===== config.mk =====
export PLATFORM = sky130hd
export DESIGN_NAME = reg_write_arbiter
export DESIGN_NICKNAME = d
export VERILOG_FILES = /design/src/rtl/reg_arb_pkg.sv /design/src/rtl/rr_pick.sv /design/src/rtl/reg_write_arbiter.sv
export SDC_FILE = /design/constraint.sdc
export NUM_CORES = 1
export LEC_CHECK = 0
export BUFFER_PORTS_ARGS = -buffer_cell sky130_fd_sc_hd__buf_2
export CAP_MARGIN = 10
export CORE_UTILIZATION = 41
export DETAILED_ROUTE_END_ITERATION = 7
export PLACE_DENSITY = 0.66
export SKIP_LAST_GASP = 1
export SLEW_MARGIN = 20
export SYNTH_ARGS = -nofsm -noshare
export SYNTH_HDL_FRONTEND = slang
export SYNTH_SLANG_ARGS = --single-unit

===== constraint.sdc =====
create_clock -name clk -period 1.35 [get_ports clk]
set_input_delay 0.0675 -clock clk [delete_from_list [all_inputs] [get_ports clk]]
set_output_delay 0.0675 -clock clk [all_outputs]
set_load 0.02 [all_outputs]

===== src/rtl/reg_arb_pkg.sv =====
// Shared sizes, FSM state encoding and a one-hot helper for the register write arbiter.
package reg_arb_pkg;
  localparam int N_REQ = 4;
  localparam int W     = 4;
  localparam int IDX_W = $clog2(N_REQ);

  typedef enum logic [1:0] {
    IDLE  = 2'd0,
    GRANT = 2'd1,
    WRITE = 2'd2,
    ACK   = 2'd3
  } state_t;

  function automatic logic [N_REQ-1:0] to_onehot(input logic [IDX_W-1:0] idx);
    to_onehot      = '0;
    to_onehot[idx] = 1'b1;
  endfunction
endpackage


===== src/rtl/rr_pick.sv =====
// Combinational round-robin picker: the first set request at or after ptr, wrapping N_REQ-1 -> 0.
module rr_pick
  import reg_arb_pkg::*;
(
  input  logic [N_REQ-1:0] req,
  input  logic [IDX_W-1:0] ptr,
  output logic [IDX_W-1:0] winner,
  output logic             valid
);

  logic [IDX_W-1:0] cand;

  // Scanning from the farthest offset down leaves the nearest set request as the winner.
  always_comb begin
    valid  = 1'b0;
    winner = ptr;
    cand   = ptr;
    for (int i = N_REQ - 1; i >= 0; i--) begin
      cand = ptr + IDX_W'(i);
      if (req[cand]) begin
        valid  = 1'b1;
        winner = cand;
      end
    end
  end

endmodule


===== src/rtl/reg_write_arbiter.sv =====
// Arbitrates N_REQ requesters for writes into one shared W-bit register, one write per 4 cycles.
//   state | meaning
//   IDLE  | waiting; samples req and latches the round-robin winner
//   GRANT | gnt[winner] high; captures wdata if the winner still requests, else aborts
//   WRITE | wr_strobe high; shared register loads at the closing edge
//   ACK   | ack[winner] pulses; always returns to IDLE
module reg_write_arbiter
  import reg_arb_pkg::*;
(
  input  logic               clk,
  input  logic               reset,
  input  logic [N_REQ-1:0]   req,
  input  logic [N_REQ*W-1:0] wdata,
  output logic [N_REQ-1:0]   gnt,
  output logic [N_REQ-1:0]   ack,
  output logic               wr_strobe,
  output logic [W-1:0]       q,
  output logic               busy
);

  state_t           state;
  logic [IDX_W-1:0] ptr;
  logic [IDX_W-1:0] winner;
  logic [W-1:0]     data_q;
  logic [IDX_W-1:0] pick_idx;
  logic             pick_valid;

  rr_pick u_rr_pick (
    .req    (req),
    .ptr    (ptr),
    .winner (pick_idx),
    .valid  (pick_valid)
  );

  // Outputs are registered alongside the next state so each one is a clean decode of it.
  always_ff @(posedge clk) begin
    if (reset) begin
      state     <= IDLE;
      ptr       <= '0;
      winner    <= '0;
      data_q    <= '0;
      q         <= '0;
      gnt       <= '0;
      ack       <= '0;
      wr_strobe <= 1'b0;
      busy      <= 1'b0;
    end else begin
      gnt       <= '0;
      ack       <= '0;
      wr_strobe <= 1'b0;
      case (state)
        IDLE: begin
          if (pick_valid) begin
            winner <= pick_idx;
            gnt    <= to_onehot(pick_idx);
            busy   <= 1'b1;
            state  <= GRANT;
          end else begin
            busy <= 1'b0;
          end
        end
        GRANT: begin
          if (req[winner]) begin
            data_q    <= wdata[int'(winner)*W +: W];
            wr_strobe <= 1'b1;
            state     <= WRITE;
          end else begin
            ptr   <= winner + IDX_W'(1);
            busy  <= 1'b0;
            state <= IDLE;
          end
        end
        WRITE: begin
          q     <= data_q;
          ptr   <= winner + IDX_W'(1);
          ack   <= to_onehot(winner);
          state <= ACK;
        end
        ACK: begin
          busy  <= 1'b0;
          state <= IDLE;
        end
        default: begin
          busy  <= 1'b0;
          state <= IDLE;
        end
      endcase
    end
  end

endmodule


Yosys cells after proc, flatten, opt, wreduce, memory -nomap -nowiden
Index checks and enable logic that the tools add are counted. Widths: inputs -> output; s select.

Bits in registers: 24. Bits in latches: 0. Memory bits (writable): 0. Bits in read-only memories: 0. Bits of input ports: 22. Output and inout port bits: 14. Memories: 0.

Add/subtract/negate cells: 4. Multipliers: 0. Div/mod/pow operators: 0. Order comparisons: 8. Eq/ne operators: 5. Shift-type cells: 1. Multiplexer cells: 31. Bitwise operators: 4. Reductions and logical operators: 12.

Operator list (count): $lt 2x3->1 const B (6); $shiftx 16x5->4 (1); $mux 1 (14); $mux 2 (7); $bmux 1 s2 (5); $pmux 2 s4 (1); $reduce_and 2->1 (4); $add 2x1->2 const B (2); $add 2x2->2 const B (2); $demux 1 s2 (2); $eq 2x2->1 const B (2); $ge 2x1->1 const B (2); $ne 2x2->1 const B (2); $not 1->1 (4); $pmux 2 s2 (1); $reduce_or 2->1 (2); $pmux 1 s3 (1); $reduce_bool 3->1 (1); $reduce_or 3->1 (1); $eq 2x1->1 const B (1); $logic_and 1x1->1 (2); $logic_not 2->1 (1); $reduce_bool 2->1 (1).

Longest topological paths before layout
Depth in word-level cells: 11. Depth in mapped cells: 6. Depth with buffers taken out: 6.

Modules after synthesis
A second synthesis with hierarchy kept.

Cells, all modules: 126. Area total of the unflattened synthesis: 1297.5 um2.

Modules (own cells, without submodules): reg_write_arbiter (instances 1, cells each 110, area an instance 1197.4 um2); rr_pick (instances 1, cells each 16, area an instance 100.1 um2).

Least setup slack after synthesis
Ideal clock, no wire load.

Kind: register -> register. Start point: reg (tool-made name). End point: reg (tool-made name). Library setup time: 0.091 ns. Arrival: 1.338 ns. Slack: -0.079 ns. Cell stages (with the launch flop): 7. Path buffers: 0. Period minus slack after synthesis: 1.429 ns. Cells stage by stage: dfxtp_1 > inv_1 > ha_1 > nand2_1 > o22ai_2 > inv_1 > a311oi_1.

==> impl_results.md <==
* Status: complete, but fails checks
* Failing checks: design-rule violations, negative setup slack
* Clock tree buffer depth at 2
* Sw Pwr at slightly above 700 uW
* Max Slew Vio Count at 0
* Layout Skew at ~0.0034 ns
* Register area share after synthesis at around 39%
* Vias at around 1100
* PD cells at around 1300 nW/um^2
* Routed WL at about 2800 um
* First-pass GRT wire length at between 4000 and 5000 um
* Largest area contributor in the netlist: dfxtp_1
* Crit end category: flop
* Drt wl/cell at 13.4 um
* Initial antenna violation count at 0
* Area grow syn2layout at 44.8%
* Switching share of power at 31.4%
* Worst slew pin tran at between 0.4 and 0.5 ns
* Syn nets at about 150
* Mux contribution to synthesized area at about 16%
* Clock sink count at 24
* Synth Warn # at 0
* Initial Utilization at between 40% and 50%
* Worst EP arrival at roughly 1.6 ns
* Post-synth cell types at 34
* Num rows at 19
* Final setup viols at 4
* Hold crit path type: in -> reg
* Simple-Gate Fraction of Synth Area at 18.9%
* TritonCTS Buffers at 3
* Die Span Y at around 57 um
* Area share of the largest cell type after synthesis at 38.7%
* CTS H-Tree Depth at 1
* Metal-1 WL at ~1200 um
* Hold slack at slightly below 0.05 ns
* Xor and xnor fraction of the mapped netlist area at 0%
* Antenna diodes at 0
* Synth top area cells: dfxtp_1, ha_1, mux2i_1
* Hold_sp: reset
* Syn avg cell area at between 10 and 15 um^2
* Port Buffers at 35
* Worst Setup Start Kind: flop
* Clock share of power at roughly 22%
* Largest net degree at the start of global routing at 23
* Die area at about 3300 um^2
* TritonCTS clock tree: yes
* # Max-Cap Violations at 0
* RD Place Congestion at roughly 0.75
* CP max FO at 4
* Finished Cell Area at between 1500 and 2000 um^2
* Post-Synth Adder-Cell Area at between 10% and 20%
* HPWL Detailed at 2060 um
* Final Hold Fails at 0
* Period Utilization, post-route at 102%
* Post-Place Setup Slack at -0.136 ns
* Nets at 210
* Largest family of logic cells by synthesized area: simple AND/OR/NAND/NOR gates
* Final Worst Setup Slack at -0.0258 ns
* Top Ports at 36
* Reg2reg end: busy
* Core area at 2810 um^2
* Max IR drop VDD at between 0.0006 and 0.0007 V
* Root Buffer: clkbuf_4
* DR vias/cell at roughly 5
* Sequential power share at 37.6%
* Hold_buf cts at 0
* DIE WIDTH at around 57 um
* CP Class: reg -> reg
* Final critical-path required period at about 1.4 ns
* Share of cells above drive strength 1 at 53.1%
* Fillcell total at roughly 240
* Cell count after synthesis at ~120
* Int Pwr at ~1.6 mW
* RSZ-0062 raised after global routing: true
* Total GRT Usage at 18.8%
* Compound-Gate Fraction of Synth Area at 11.3%
* Uppermost layer routed: met4
* Flop2flop setup slack at -0.03 ns
* DR iter-0 viols at 18
* Gr ovfl total at 0
* DR pass1 iterations at 6
* Hold Path Depth at 3
* Clock transition at the registers of the reported paths at around 0.13 ns
* Worst Hold Path EP: busy
* Clock Latency Late Sink at a little over 0.3 ns
* Final ANT Viol Nets at 0
* Pleak at approximately 0.8 nW
* WL met2 at ~1500 um
* Worst path required time at 1.59 ns
* Vias in the first global route at about 1100
* WL met3 at between 30 and 40 um
* Combinational cell fraction of total power at roughly two fifths
* Area post-placement at between 1500 and 2000 um^2
* DRC viols at 4
* Flops & latches, synth at 24
* Max-slew headroom at around 72%
* Depth of the worst register-to-register path at 4
* FMAX at ~730 MHz
* Mapped Area at between 1000 and 1500 um^2
## flip-flops by register name, indices dropped and copies added (netlist names), named ones only
register / count
ack: 4
data_q: 4
gnt: 4
q: 4
ptr: 2
winner: 2
busy: 1
state: 1
wr_strobe: 1
## cell usage in the layout, fill, tap and decap left out, types with 4 or more instances in the layout
cell     count
buf_2       35
dfxtp_1     19
buf_4       19
nor2_1      11
mux2i_1     10
ha_1         7
inv_1        6
a21oi_1      6
mux4_2       4
and2_1       4
buf_6        4
## cells by family after synthesis
family          count (synthesis)
simple gates                   37
flops                          24
compound gates                 21
mux                            15
buf+inv                        14
fa+ha+maj                      10
## final cells by class
class                      instances  area [um^2]  area share, %
clock buffer                       3         22.5           1.25
timing repair buffer              58          363           20.2
multi-input combinational         83          815           45.3
sequential                        24          494           27.5
clock inverter                     1         30.0           1.67
inverter                           8         33.8           1.88
tap                               31         38.8           2.16
## power groups by stage
stage / combinational [mW] / sequential [mW] / clock (mW)
floorplan: 0.456 / 0.888 / 0
global placement: 0.698 / 0.862 / 0
detailed placement: 0.715 / 0.867 / 0
CTS: 0.830 / 0.856 / 0.526
global route: 0.998 / 0.877 / 0.551
finish: 0.921 / 0.866 / 0.515
## how the worst max path moves through the flow
stage | startpoint | end
final | flop | busy
after CTS | flop | busy
after detailed placement | winner[0] | flop
after global routing | flop | data_q[0]
after floorplan | winner[1] | busy
after global placement | winner[0] | ptr[1]
## metrics by stage
stage                     util (%)  TNS, ns  power (mW)  std cells
after detailed placement      55.6   -0.872        1.58        197
after CTS                     61.4   -0.104        2.21        207
after global routing          64.1   -0.894        2.43        208
after global placement        55.6   -0.311        1.56        197
after floorplan                  -        0        1.34        121
final                         64.1  -0.0346        2.30        208
## worst max-delay path, stage by stage, from the launching register on
cell	delay, ns
dfxtp_2	0.36
inv_2	0.05
ha_4	0.18
or4_4	0.54
o31ai_2	0.18
## cells in the mapped netlist
cell / instances
nand3_1: 1
ha_1: 10
dfxtp_1: 24
mux4_2: 4
o21ai_0: 5
nand2b_1: 2
inv_1: 8
o31ai_1: 2
o211ai_1: 1
mux2i_1: 11
nand2_1: 5
nand3b_1: 1
buf_1: 1
buf_4: 2
and2_1: 4
nor4b_1: 1
o22ai_2: 1
and2b_2: 1
and3b_1: 1
a2111o_1: 1
and2_4: 1
nor3_1: 1
nor4b_4: 1
nor2_1: 11
a311oi_1: 1
o21a_1: 1
buf_2: 1
o221ai_1: 2
clkbuf_1: 2
nor2b_1: 3
nor4_4: 1
nor4_1: 2
a21oi_1: 7
or4_1: 1
## routing by layer
layer / up-vias / GRT usage, %
met4: 0 / 7.32
met1: 492 / 21.4
met3: 2 / 1.36
met2: 14 / 36.1
li1: 544 / -
met5: - / 0
## what timing repair did
action	4_1_cts	5_1_grt
buffers inserted	6	1
pin swaps	6	8
setup endpoints to repair	14	22
resized for setup	16	18
No activity file was read; power rests on OpenSTA's default activity.
